<file path="config.mk">
export PLATFORM = sky130hd
export DESIGN_NAME = flappy_game_ctrl
export DESIGN_NICKNAME = d
export VERILOG_FILES = /design/src/rtl/flappy_pkg.sv /design/src/rtl/game_tick_div.sv /design/src/rtl/flappy_game_ctrl.sv
export SDC_FILE = /design/constraint.sdc
export NUM_CORES = 1
export LEC_CHECK = 0
export ABC_AREA = 1
export BUFFER_PORTS_ARGS = -buffer_cell sky130_fd_sc_hd__buf_4
export CAP_MARGIN = 20
export CELL_PAD_IN_SITES_DETAIL_PLACEMENT = 1
export CELL_PAD_IN_SITES_GLOBAL_PLACEMENT = 1
export CORE_ASPECT_RATIO = 0.9
export CORE_MARGIN = 2
export CORE_UTILIZATION = 43
export DETAILED_ROUTE_END_ITERATION = 10
export PLACE_DENSITY_LB_ADDON = 0.12
export REMOVE_ABC_BUFFERS = 1
export SKIP_LAST_GASP = 1
export SYNTH_ARGS = -nofsm -noshare
export SYNTH_HDL_FRONTEND = slang
export SYNTH_HIERARCHICAL = 1
export SYNTH_SLANG_ARGS = --single-unit
</file>
<file path="constraint.sdc">
create_clock -name iVGA_CLK -period 3.1 [get_ports iVGA_CLK]
set_input_delay 0.62 -clock iVGA_CLK [delete_from_list [all_inputs] [get_ports iVGA_CLK]]
set_output_delay 0.62 -clock iVGA_CLK [all_outputs]
set_load 0.01 [all_outputs]
</file>
<file path="src/rtl/flappy_pkg.sv">
// Shared state encoding, key codes, geometry defaults and LFSR helper for the
// flappy-bird game controller.
package flappy_pkg;

   typedef enum logic [1:0] {
      ST_IDLE = 2'b00,
      ST_RUN  = 2'b01,
      ST_DEAD = 2'b10
   } state_t;

   localparam logic [7:0] KEY_START   = 8'h51;
   localparam logic [7:0] KEY_RESTART = 8'h57;
   localparam logic [7:0] KEY_FLAP    = 8'h45;

   localparam int unsigned DEF_TICK_DIV  = 250000;
   localparam int unsigned DEF_BIRD_X    = 100;
   localparam int unsigned DEF_BIRD_W    = 30;
   localparam int unsigned DEF_BIRD_H    = 30;
   localparam int unsigned DEF_BIRD_Y0   = 240;
   localparam int unsigned DEF_PIPE_W    = 50;
   localparam int unsigned DEF_GAP       = 180;
   localparam int unsigned DEF_PIPE_X0   = 590;
   localparam int unsigned DEF_PIPE_Y0   = 150;
   localparam int unsigned DEF_Y_MAX     = 450;
   localparam int unsigned DEF_FALL_STEP = 4;
   localparam int unsigned DEF_FLAP_STEP = 24;
   localparam int unsigned DEF_SCORE_W   = 4;

   localparam int unsigned PIPE_Y_BASE = 40;
   localparam logic [7:0]  LFSR_SEED   = 8'hA5;

   // Collision and physics arithmetic is done at this width so no sum can wrap.
   localparam int unsigned CALC_W = 11;
   typedef logic [CALC_W-1:0] calc_t;

   // x^8+x^6+x^5+x^4+1, Fibonacci form, shifting left.
   function automatic logic [7:0] lfsr_next(input logic [7:0] s);
      return {s[6:0], s[7] ^ s[5] ^ s[4] ^ s[3]};
   endfunction

endpackage

</file>
<file path="src/rtl/game_tick_div.sv">
// Physics-step divider: counts 0..TICK_DIV-1 while enabled and flags the last
// count; clear has priority over counting.
module game_tick_div #(
   parameter int unsigned TICK_DIV = 250000
) (
   input  logic clk_i,
   input  logic rst_i,
   input  logic en_i,
   input  logic clr_i,
   output logic tick_o
);

   localparam int unsigned CW = (TICK_DIV > 1) ? $clog2(TICK_DIV) : 1;
   localparam logic [CW-1:0] LAST = CW'(TICK_DIV - 1);

   logic [CW-1:0] cnt_q, cnt_d;

   assign tick_o = en_i && (cnt_q == LAST);

   always_comb begin
      cnt_d = cnt_q;
      if (clr_i) begin
         cnt_d = '0;
      end else if (en_i) begin
         cnt_d = (cnt_q == LAST) ? '0 : cnt_q + 1'b1;
      end
   end

   always_ff @(posedge clk_i) begin
      if (rst_i) begin
         cnt_q <= '0;
      end else begin
         cnt_q <= cnt_d;
      end
   end

endmodule

</file>
<file path="src/rtl/flappy_game_ctrl.sv">
// Flappy-bird game sequencer: key decode, IDLE/RUN/DEAD control, bird/pipe
// physics at the divided tick rate and saturating score, all outputs registered.
module flappy_game_ctrl
   import flappy_pkg::*;
#(
   parameter int unsigned TICK_DIV  = DEF_TICK_DIV,
   parameter int unsigned BIRD_X    = DEF_BIRD_X,
   parameter int unsigned BIRD_W    = DEF_BIRD_W,
   parameter int unsigned BIRD_H    = DEF_BIRD_H,
   parameter int unsigned BIRD_Y0   = DEF_BIRD_Y0,
   parameter int unsigned PIPE_W    = DEF_PIPE_W,
   parameter int unsigned GAP       = DEF_GAP,
   parameter int unsigned PIPE_X0   = DEF_PIPE_X0,
   parameter int unsigned PIPE_Y0   = DEF_PIPE_Y0,
   parameter int unsigned Y_MAX     = DEF_Y_MAX,
   parameter int unsigned FALL_STEP = DEF_FALL_STEP,
   parameter int unsigned FLAP_STEP = DEF_FLAP_STEP,
   parameter int unsigned SCORE_W   = DEF_SCORE_W
) (
   input  logic               iVGA_CLK,
   input  logic               rst,
   input  logic [7:0]         key_code,
   input  logic               key_valid,
   output logic [8:0]         bird_y,
   output logic [9:0]         pipe_x,
   output logic [8:0]         pipe_y,
   output logic [SCORE_W-1:0] score,
   output logic [1:0]         state,
   output logic               game_over,
   output logic               tick_o
);

   localparam calc_t C_BIRD_X   = calc_t'(BIRD_X);
   localparam calc_t C_BIRD_XR  = calc_t'(BIRD_X + BIRD_W);
   localparam calc_t C_BIRD_H   = calc_t'(BIRD_H);
   localparam calc_t C_PIPE_W   = calc_t'(PIPE_W);
   localparam calc_t C_GAP      = calc_t'(GAP);
   localparam calc_t C_Y_MAX    = calc_t'(Y_MAX);
   localparam calc_t C_FALL     = calc_t'(FALL_STEP);
   localparam logic [8:0] FLAP9 = 9'(FLAP_STEP);

   state_t               state_q, state_d;
   logic [8:0]           bird_y_q, bird_y_d;
   logic [9:0]           pipe_x_q, pipe_x_d;
   logic [8:0]           pipe_y_q, pipe_y_d;
   logic [SCORE_W-1:0]   score_q, score_d;
   logic                 flap_q, flap_d;
   logic [7:0]           lfsr_q, lfsr_d;
   logic                 tick_q, tick_d;
   logic                 game_over_q, game_over_d;

   logic key_start, key_restart, key_flap;
   logic div_en, div_clr, div_tick;
   calc_t by_w, px_w, py_w;
   logic x_overlap, y_outside, loss, score_hit;
   logic [8:0] bird_up, bird_down;

   assign key_start   = key_valid && (key_code == KEY_START);
   assign key_restart = key_valid && (key_code == KEY_RESTART);
   assign key_flap    = key_valid && (key_code == KEY_FLAP);

   assign div_en  = (state_q == ST_RUN);
   assign div_clr = key_restart ||
                    (key_start && (state_q != ST_RUN) && (state_q != ST_DEAD));

   game_tick_div #(
      .TICK_DIV (TICK_DIV)
   ) u_tick_div (
      .clk_i  (iVGA_CLK),
      .rst_i  (rst),
      .en_i   (div_en),
      .clr_i  (div_clr),
      .tick_o (div_tick)
   );

   assign by_w = calc_t'(bird_y_q);
   assign px_w = calc_t'(pipe_x_q);
   assign py_w = calc_t'(pipe_y_q);

   // Loss is judged on the pre-step positions; a losing step updates nothing.
   assign x_overlap = (px_w < C_BIRD_XR) && ((px_w + C_PIPE_W) > C_BIRD_X);
   assign y_outside = (by_w < py_w) || ((by_w + C_BIRD_H) > (py_w + C_GAP));
   assign loss      = (x_overlap && y_outside) || (by_w >= C_Y_MAX) || (by_w == '0);
   assign score_hit = ((px_w + C_PIPE_W) == C_BIRD_X);

   assign bird_up   = (bird_y_q >= FLAP9) ? (bird_y_q - FLAP9) : '0;
   assign bird_down = ((by_w + C_FALL) > C_Y_MAX) ? 9'(Y_MAX) : 9'(by_w + C_FALL);

   always_comb begin
      state_d  = state_q;
      bird_y_d = bird_y_q;
      pipe_x_d = pipe_x_q;
      pipe_y_d = pipe_y_q;
      score_d  = score_q;
      flap_d   = flap_q;
      lfsr_d   = lfsr_q;
      tick_d   = 1'b0;

      if (key_restart) begin
         state_d  = ST_IDLE;
         bird_y_d = 9'(BIRD_Y0);
         pipe_x_d = 10'(PIPE_X0);
         pipe_y_d = 9'(PIPE_Y0);
         score_d  = '0;
         flap_d   = 1'b0;
      end else begin
         case (state_q)
            ST_RUN: begin
               if (!div_tick) begin
                  flap_d = flap_q | key_flap;
               end else begin
                  tick_d = 1'b1;
                  if (loss) begin
                     state_d = ST_DEAD;
                  end else begin
                     bird_y_d = flap_q ? bird_up : bird_down;
                     // A flap arriving on the step cycle belongs to the next step.
                     flap_d   = key_flap;
                     if (pipe_x_q == '0) begin
                        pipe_x_d = 10'(PIPE_X0);
                        pipe_y_d = 9'(PIPE_Y_BASE) + {1'b0, lfsr_q};
                     end else begin
                        pipe_x_d = pipe_x_q - 10'd1;
                     end
                     if (score_hit && (score_q != '1)) begin
                        score_d = score_q + 1'b1;
                     end
                     lfsr_d = lfsr_next(lfsr_q);
                  end
               end
            end
            ST_DEAD: begin
            end
            default: begin
               if (key_start) begin
                  state_d = ST_RUN;
               end
            end
         endcase
      end

      game_over_d = (state_d == ST_DEAD);
   end

   always_ff @(posedge iVGA_CLK) begin
      if (rst) begin
         state_q     <= ST_IDLE;
         bird_y_q    <= 9'(BIRD_Y0);
         pipe_x_q    <= 10'(PIPE_X0);
         pipe_y_q    <= 9'(PIPE_Y0);
         score_q     <= '0;
         flap_q      <= 1'b0;
         lfsr_q      <= LFSR_SEED;
         tick_q      <= 1'b0;
         game_over_q <= 1'b0;
      end else begin
         state_q     <= state_d;
         bird_y_q    <= bird_y_d;
         pipe_x_q    <= pipe_x_d;
         pipe_y_q    <= pipe_y_d;
         score_q     <= score_d;
         flap_q      <= flap_d;
         lfsr_q      <= lfsr_d;
         tick_q      <= tick_d;
         game_over_q <= game_over_d;
      end
   end

   assign bird_y    = bird_y_q;
   assign pipe_x    = pipe_x_q;
   assign pipe_y    = pipe_y_q;
   assign score     = score_q;
   assign state     = state_q;
   assign game_over = game_over_q;
   assign tick_o    = tick_q;

endmodule

</file>
==> impl_metrics.csv, run 1 <==
group,metric,value,unit
sta,drv_slew,0,
yosys,async_reset_ff_share,0,%
critical_path,crit_arrival,3.16,ns
cts,cts_num_sinks,62,
worst_hold_path,min_to,"lfsr_q[1]",
critical_path,reg2reg_slack,0.20,ns
critical_path,slowest_stage,"dfxtp_1",
cts,root_buffer,"clkbuf_16",
yosys,ys.flop_type,"dfxtp_1",
die,die_height,103,µm
critical_path,crit_path_end_kind,"register",
worst_hold_path,worstHoldPathCells,2,
die,die_w,114,µm
cts,clkTransAtPathRegs,0.05,ns
yosys,synth_cell_types,46,
grt,antenna_found_initial,0,
worst_hold_path,hp-start,"lfsr_q[1]",
die,io-pin-count,47,
layout,drive_above_1_share,19.5,%
yosys,synth-simple-area-share,34.3,%
sta,fin_crit,2.90,ns
sta,skew,0.00660,ns
cts,cts-buffers-inserted,9,
critical_path,criticalPathCategory,"reg2reg",
placed_design,numPortBuffers,45,
routing,route.vias.total,4619,
routing,postRouteAntennaNets,0,
placed_design,dpl.hpwl,11000,µm
grt,grt_pass1_vias,4736,
cts,htreeDepth,3,
grt,grt.total_usage,25.0,%
job,drv_cap,0,
yosys,syn_area,0.00466,mm²
layout,stdcell_count,873,
layout,final_cell_area,0.00556,mm²
die,initial_core_util,43.6,%
sta,whs,0.481,ns
layout,final_cell_mix,"149 x nand2_1, 83 x inv_1, 67 x nor2_1",
critical_path,crit_buf_inv,4,
critical_path,critPathMaxFanout,12,
die,rows,36,
layout,num_antenna_cells,0,
power_and_ir_drop,leakage,2.56,nW
placed_design,place_congestion,0.848,
grt,overflow,0,
yosys,synth_edf_count,0,
sta,hold_viol_final,0,
routing,wl,14200,µm
critical_path,path_cells,"inv_1, ha_1, inv_1, nand2_1, nand2_2, nand3_1, xnor2_1, ha_1, nand2_1, nand2_1, a21oi_2, nand3_1, nand2_1, nand2_1, nand4_4, nand2_4, nor2_4, buf_12, buf_12, nand3_1, a21oi_1",
die,design.die.area,0.0117,mm²
layout,layout_commonest_cell,"nand2_1",
critical_path,r2r_end,"pipe_x[0]",
grt,grt_max_degree,25,
sta,min_period_over_period,93.6,%
yosys,synth_top_family_by_area,"simple AND/OR/NAND/NOR gates",
cts,tritoncts,"done",
yosys,synth_xor_xnor_area_share,6.77,%
critical_path,r2r-start,"bird_y[1]",
placed_design,dp.cells,852,
routing,drt_iter0_drc,168,
yosys,synthCells,676,
yosys,synth_mux_area_share,0.215,%
routing,viasPerCell,5.29,
cts,cts_max_path_buffers,2,
critical_path,cp.required,3.36,ns
yosys,ys_seq_elements,62,
yosys,yosysSeqAreaShare,26.6,%
yosys,synth_fa_ha_area_share,9.94,%
critical_path,startpoint_type,"register",
layout,nets,783,
routing,wire_per_inst,16.2,µm
sta,fmax,344,MHz
sta,slew_headroom,64.9,%
layout,area_growth,19.4,%
grt,grt_pass1_wl,23100,µm
outcome,outcome,"finished clean",
yosys,yosys_warnings,6,
routing,firstDrtPassIters,4,
placed_design,dpl_cell_area,0.00515,mm²
critical_path,crit_family,"simple AND/OR/NAND/NOR gates",
critical_path,ff2ff_path_depth,21,
yosys,synth_compound_area_share,11.7,%
power_and_ir_drop,p_per_area,337,mW/mm²
sta,setup_violations,0,
worst_hold_path,hold_class,"reg2reg",
sta,worst_pin_slew,0.521,ns
cts,hold_buffers,0,
critical_path,crit_top_cell,"nand2_1",
cts,clock_latency,0.33,ns
die,core_region_area,0.0107,mm²
yosys,syn_avg_cell_area,6.89,µm²
routing,drt_drc_violations_left,0,
critical_path,critPathMaxStageDelay,0.33,ns
power_and_ir_drop,vdd.ir_drop.worst,0.000295,V
[how the worst max path moves through the flow]
stage	from	endpoint	depth (start not counted)
after floorplan	bird_y[2]	lfsr_q[2]	20
after global placement	pipe_y[3]	bird_y[8]	19
after detailed placement	bird_y[2]	pipe_x[0]	20
after CTS	bird_y[3]	pipe_x[0]	20
after global routing	bird_y[1]	bird_y[8]	22
final	bird_y[1]	pipe_x[0]	21
[metrics by stage]
stage               utilization [%]  setup slack, ns  TNS (ns)  power (W)
CTS                            51.0           0.0474         0    0.00189
global placement               48.2            0.307         0   0.000869
global route                   52.1          -0.0150   -0.0150    0.00192
detailed placement             48.2            0.161         0   0.000872
floorplan                         -          -0.0204   -0.0860   0.000841
finish                         52.1            0.197         0    0.00187
[Yosys cell counts, drive strengths merged (2+ instances only)]
library cell,number,share of area (%)
o211ai,10,2.3
xor2,27,5.1
clkbuf,5,0.40
nand3,71,8.6
nand2,164,14
nand3b,2,0.32
o2111ai,2,0.38
buf,12,2.6
o21ai,28,3.0
nor4,5,0.81
inv,91,7.4
nor3,5,0.54
nand4,9,1.3
xnor2,9,1.7
a21oi,43,4.9
nor2,82,8.1
dfxtp,62,27
ha,37,9.9
[worst min-delay path, stage by stage, from the launching register on]
cell and delay (ns):
dfxtp_1 0.32, nand2_1 0.07, a21oi_1 0.05
[layout make-up]
class	count	area, µm²
clock buffers	10	239
repair buffers	65	531
clock inverters	6	61.3
multi-input cells	506	2980
flip-flops and latches	62	1240
fillers	1426	5110
inverters	91	347
well taps	133	166
[flip-flops by register name, indices dropped and copies added (netlist names)]
signal	cells
u_tick_div/cnt_q	18
pipe_x	10
pipe_y	9
bird_y	8
lfsr_q	8
score	4
state	2
flap_q	1
game_over	1
tick_o	1
[cells by family after synthesis]
logic type / Yosys count
adders and majority gates: 37
buffers and inverters: 108
AOI/OAI and AO/OA: 90
and+or+nand+nor: 341
xor gates and xnor gates: 36
other: 1
DFF: 62
muxes: 1
[report_power, final]
part,total [W],internal [W],switching [W]
combinational,0.0000531,0.0000196,0.0000335
sequential,0.000801,0.000799,0.00000193
clock,0.00102,0.000641,0.000378
[per-layer routing]
layer | up-vias | track usage (%) | routed length (µm)
met5 | - | 0 | 0
met4 | 0 | 7.22 | 253
met3 | 23 | 4.23 | 372
met2 | 65 | 45.7 | 7040
met1 | 2226 | 30.5 | 6510
li1 | 2305 | - | -
[repair_timing]
| item | CTS | global route |
|---|---|---|
| setup endpoints to repair | 0 | 41 |
| setup buffers | 0 | 4 |
| gates resized for setup | 0 | 15 |
No activity file was read; power rests on OpenSTA's default activity.
==> inputs of run 2 (changes only) <==
--- a/config.mk
+++ b/config.mk
@@ -12,7 +12,7 @@
 export CELL_PAD_IN_SITES_GLOBAL_PLACEMENT = 1
 export CORE_ASPECT_RATIO = 0.9
 export CORE_MARGIN = 2
-export CORE_UTILIZATION = 43
+export CORE_UTILIZATION = 40
 export DETAILED_ROUTE_END_ITERATION = 10
 export PLACE_DENSITY_LB_ADDON = 0.12
 export REMOVE_ABC_BUFFERS = 1
==> impl_metrics.csv, run 2 (same netlist as run 1, synthesis figures left out) <==
group,metric,value,unit
layout,area_growth,19.0,%
power_and_ir_drop,seqPwrFrac,44.5,%
routing,drt_drc_violations_left,0,
layout,nets,782,
die,design.die.area,0.0125,mm²
worst_hold_path,hold_class,"reg2reg",
placed_design,numPortBuffers,45,
power_and_ir_drop,p_switching,0.000406,W
layout,drive_above_1_share,19.0,%
routing,dr_wl_met3,398,µm
layout,layout_commonest_cell,"nand2_1",
cts,tritoncts,"done",
critical_path,reg2reg_slack,0.23,ns
sta,hold_viol_final,0,
routing,routed.top_layer,"met4",
die,die_height,106,µm
cts,hold_buffers,0,
layout,final_core_util,48.7,%
power_and_ir_drop,p_int,0.00139,W
critical_path,cp-startpoint,"bird_y[2]",
layout,fillCellCount,1499,
cts,root_buffer,"clkbuf_16",
sta,setup_violations,0,
outcome,outcome,"finished clean",
job,drv_cap,0,
critical_path,critPathMaxFanout,12,
power_and_ir_drop,finalPower,0.00180,W
critical_path,cp.required,3.36,ns
routing,wl,14400,µm
power_and_ir_drop,p_per_area,325,mW/mm²
critical_path,r2r-start,"bird_y[2]",
die,core_region_area,0.0114,mm²
die,die_w,118,µm
worst_hold_path,worstHoldPathCells,2,
die,io-pin-count,47,
routing,wl_met2,7400,µm
critical_path,startpoint_type,"register",
layout,num_antenna_cells,0,
sta,slew_headroom,64.8,%
power_and_ir_drop,leakage,2.55,nW
cts,clock_latency,0.33,ns
layout,largest_reg_flops,18,
sta,setup_ws,0.227,ns
critical_path,crit_path_end_kind,"register",
die,rows,37,
routing,firstDrtPassIters,4,
grt,grt_pass1_wl,23500,µm
routing,postRouteAntennaNets,0,
sta,fin_crit,2.87,ns
cts,cts-buffers-inserted,9,
routing,viasPerCell,5.08,
power_and_ir_drop,clock_power_share,52.6,%
sta,worst_pin_slew,0.523,ns
power_and_ir_drop,sw_frac_of_total,22.6,%
layout,largest-register,"u_tick_div/cnt_q",
worst_hold_path,hp-start,"lfsr_q[1]",
sta,drv_slew,0,
routing,wire_per_inst,16.1,µm
critical_path,ff2ff_path_depth,21,
cts,htreeDepth,3,
critical_path,r2r_end,"pipe_x[4]",
routing,wl_met1,6530,µm
layout,final_cell_mix,"149 x nand2_1, 83 x inv_1, 69 x nor2_1",
cts,cts_num_sinks,62,
die,initial_core_util,40.9,%
sta,skew,0.00610,ns
grt,grt_max_degree,25,
worst_hold_path,min_to,"lfsr_q[1]",
power_and_ir_drop,p_comb_share,2.9,%
routing,route.vias.total,4543,
sta,min_period_over_period,92.7,%
grt,grt_pass1_vias,4729,
routing,drt_iter0_drc,163,
critical_path,criticalPathCategory,"reg2reg",
grt,grt.total_usage,23.2,%
critical_path,crit_arrival,3.14,ns
power_and_ir_drop,vdd.ir_drop.worst,0.000258,V
cts,clkTransAtPathRegs,0.05,ns
cts,cts_max_path_buffers,2,
placed_design,place_congestion,0.876,
placed_design,dpl.hpwl,11000,µm
grt,antenna_found_initial,0,
placed_design,pre_cts_slack,0.145,ns
sta,fmax,348,MHz
grt,overflow,0,
run 2: worst max path at each step:
| stage | to | cells after the start |
|---|---|---|
| after floorplan | lfsr_q[2] | 20 |
| after global placement | bird_y[8] | 21 |
| after detailed placement | bird_y[8] | 21 |
| after CTS | pipe_x[4] | 20 |
| after global routing | pipe_x[0] | 21 |
| final | pipe_x[4] | 21 |
run 2: per-layer routing:
metal | GRT usage [%] | vias up
met5 | 0 | -
met4 | 3.36 | 0
met3 | 4.51 | 8
met2 | 43.0 | 63
met1 | 28.4 | 2182
li1 | - | 2290
run 2: per-stage QoR:
step | hold WS (ns) | cell area [µm²] | TNS [ns] | std cells
finish | 0.484 | 5540 | 0 | 894
global route | 0.505 | 5540 | -0.133 | 894
CTS | 0.480 | 5440 | 0 | 889
detailed placement | 0.471 | 5170 | 0 | 874
global placement | 0.453 | 5170 | 0 | 874
floorplan | 0.435 | 4520 | -0.0860 | 659
run 2: final cells by class:
cell class,instances,area (µm²),share of cell area (%)
multi-input cells,506,2970,53.5
flip-flops and latches,62,1240,22.4
clock inverters,4,22.5,0.406
repair buffers,64,523,9.43
well taps,156,195,3.52
inverters,91,344,6.21
clock buffers,11,253,4.56
run 2: power by group through the flow:
| stage | registers, W | logic, W | clock network (W) |
|---|---|---|---|
| 2_1_floorplan | 0.000819 | 0.0000226 | 0 |
| 5_1_grt | 0.000801 | 0.0000564 | 0.00100 |
| 6_report | 0.000801 | 0.0000523 | 0.000946 |
| 4_1_cts | 0.000801 | 0.0000522 | 0.000968 |
| 3_3_place_gp | 0.000818 | 0.0000493 | 0 |
| 3_5_place_dp | 0.000818 | 0.0000519 | 0 |
run 2: timing repair:
| action | in CTS | in global routing |
|---|---|---|
| setup buffers | 0 | 4 |
| endpoints found under the setup margin | 0 | 39 |
| gates resized for setup | 0 | 10 |
run 2: worst max-delay path, cell delays in order, from the launching register on:
cell     delay, ns
dfxtp_1       0.34
inv_2         0.06
ha_1          0.22
nand2_2       0.09
nand3_1       0.08
nand2_1       0.10
nor2_1        0.06
xor2_1        0.15
ha_1          0.29
nand2_1       0.11
inv_1         0.07
a21oi_2       0.13
nand3_1       0.09
nand2_1       0.07
nand2_1       0.09
nand4_4       0.09
nand2_2       0.09
nor2_4        0.15
buf_12        0.14
buf_12        0.13
nand3_2       0.07
a21oi_2       0.16
==> inputs of run 3 (changes only) <==
--- a/config.mk
+++ b/config.mk
@@ -13,6 +13,7 @@
 export CORE_ASPECT_RATIO = 0.9
 export CORE_MARGIN = 2
 export CORE_UTILIZATION = 40
+export CTS_BUF_LIST = sky130_fd_sc_hd__clkbuf_8 sky130_fd_sc_hd__clkbuf_16
 export DETAILED_ROUTE_END_ITERATION = 10
 export PLACE_DENSITY_LB_ADDON = 0.12
 export REMOVE_ABC_BUFFERS = 1
==> constraint.sdc (replaced) <==
create_clock -name iVGA_CLK -period 3.7 [get_ports iVGA_CLK]
set_input_delay 0.74 -clock iVGA_CLK [delete_from_list [all_inputs] [get_ports iVGA_CLK]]
set_output_delay 0.74 -clock iVGA_CLK [all_outputs]
set_load 0.005 [all_outputs]
==> impl_metrics.csv, run 3 (same netlist as run 1, synthesis figures left out) <==
group,metric,value,unit
cts,cts-buffers-inserted,9,
layout,final_cell_area,0.00542,mm²
placed_design,dpl.hpwl,11000,µm
routing,wl,14000,µm
critical_path,startpoint_type,"register",
sta,hold_viol_final,0,
cts,cts_setup_buffers,0,
worst_hold_path,min_to,"lfsr_q[1]",
critical_path,crit_arrival,3.42,ns
die,die_height,106,µm
routing,postRouteAntennaNets,0,
cts,cts_num_sinks,62,
sta,worst_pin_slew,0.605,ns
critical_path,crit_path_end_kind,"register",
cts,tritoncts,"done",
layout,nets,771,
critical_path,r2r_end,"bird_y[8]",
layout,largest_reg_flops,18,
die,initial_core_util,40.9,%
cts,root_buffer,"clkbuf_16",
layout,final_cell_mix,"151 x nand2_1, 85 x inv_1, 70 x nor2_1",
die,io-pin-count,47,
sta,rsz0062_at_grt,"no",
worst_hold_path,hold_class,"reg2reg",
routing,drt_drc_violations_left,0,
sta,fmax,311,MHz
placed_design,dpl_cell_area,0.00511,mm²
critical_path,critPathMaxFanout,11,
die,rows,37,
die,core_region_area,0.0114,mm²
sta,drv_slew,0,
grt,grt_max_degree,17,
critical_path,criticalPathCategory,"reg2reg",
cts,cts_max_path_buffers,2,
sta,tns,0,ns
die,design.die.area,0.0125,mm²
worst_hold_path,worstHoldPathCells,2,
layout,fillCellCount,1525,
routing,firstDrtPassIters,4,
layout,largest-register,"u_tick_div/cnt_q",
sta,slew_headroom,59.6,%
grt,overflow,0,
layout,drive_above_1_share,16.6,%
critical_path,r2r-start,"bird_y[2]",
sta,skew,0.00770,ns
layout,area_growth,16.4,%
grt,gr-usage-met3,4.45,%
power_and_ir_drop,p_per_area,294,mW/mm²
critical_path,ff2ff_path_depth,21,
grt,grt.total_usage,23.3,%
placed_design,numPortBuffers,45,
grt,grt_pass1_wl,23300,µm
sta,fin_crit,3.21,ns
critical_path,reg2reg_slack,0.49,ns
power_and_ir_drop,vdd.ir_drop.worst,0.000243,V
sta,setup_violations,0,
placed_design,place_congestion,0.891,
grt,grtUsageMet1,28.2,%
routing,wire_per_inst,15.8,µm
cts,clkTransAtPathRegs,0.06,ns
worst_hold_path,hp-start,"lfsr_q[1]",
sta,min_period_over_period,86.9,%
layout,layout_commonest_cell,"nand2_1",
cts,clock_latency,0.34,ns
routing,viasPerCell,5.12,
outcome,outcome,"finished clean",
grt,grt_pass1_vias,4710,
cts,postCtsResizedCells,0,
grt,grt_util_met2,41.9,%
power_and_ir_drop,leakage,2.48,nW
grt,antenna_found_initial,0,
grt,top_usage_layer,"met2",
cts,htreeDepth,3,
job,drv_cap,0,
die,die_w,118,µm
cts,hold_buffers,0,
critical_path,cp.required,3.90,ns
routing,route.vias.total,4524,
routing,drt_iter0_drc,170,
layout,num_antenna_cells,0,
## run 3: cell types whose count changed in the layout (fill, tap and decap cells not counted), moves of 2 or more
cell        previous run  this run
buf_4                 61        53
inv_1                 83        85
a21oi_2                7         4
clkinv_2               3         1
inv_2                  7         5
clkinvlp_4             1         3
nand2_1              149       151
nand2_2               13        11
buf_12                 2         0
a21oi_1               36        39
## run 3: worst max-delay path by stage
stage | slack [ns] | start | to
final | 0.49 | bird_y[2] | bird_y[8]
after global placement | 0.63 | bird_y[2] | pipe_x[2]
after floorplan | 0.63 | bird_y[2] | lfsr_q[2]
after global routing | 0.13 | bird_y[2] | bird_y[8]
after detailed placement | 0.51 | bird_y[2] | pipe_x[2]
after CTS | 0.47 | bird_y[2] | bird_y[8]
## run 3: critical path: stages (launching register included)
cell and delay, ns:
dfxtp_1 0.49, inv_1 0.15, ha_1 0.24, nand2_1 0.10, nand3_1 0.09, nand2_1 0.11
nor2_1 0.07, xor2_1 0.15, ha_1 0.29, nand2_1 0.09, inv_1 0.06, a21oi_1 0.14
nand3_1 0.09, nand2_1 0.06, nand2_1 0.07, nand4_2 0.11, nand2_2 0.09, nor2_4 0.24
buf_4 0.23, nand3_1 0.07, o21ai_0 0.08, nor2_1 0.05
## run 3: final cells by class
type	instances	area, µm²	area share (%)
clock buffers	11	253	4.66
clock inverters	5	57.6	1.06
multi-input cells	506	2930	54.1
flip-flops and latches	62	1240	22.9
repair buffers	53	398	7.34
inverters	91	344	6.35
well taps	156	195	3.60
## run 3: report_power, final
group          switching (W)  internal [W]
Sequential        0.00000125      0.000670
Combinational      0.0000262     0.0000156
Clock               0.000324      0.000556
## run 3: through the flow
stage / util (%) / cells / power (W) / setup slack [ns] / hold slack (ns)
global route: 47.6 / 884 / 0.00164 / 0.132 / 0.507
floorplan: - / 659 / 0.000704 / 0.629 / 0.435
CTS: 47.6 / 884 / 0.00161 / 0.467 / 0.466
finish: 47.6 / 884 / 0.00159 / 0.485 / 0.464
global placement: 44.9 / 868 / 0.000726 / 0.634 / 0.452
detailed placement: 44.9 / 868 / 0.000728 / 0.506 / 0.456
## run 3: layer usage
layer | part of all wire, % | vias to the layer above
met5 | 0 | -
met4 | 1.6 | 0
met3 | 2.0 | 18
met2 | 50 | 43
met1 | 46 | 2185
li1 | - | 2278
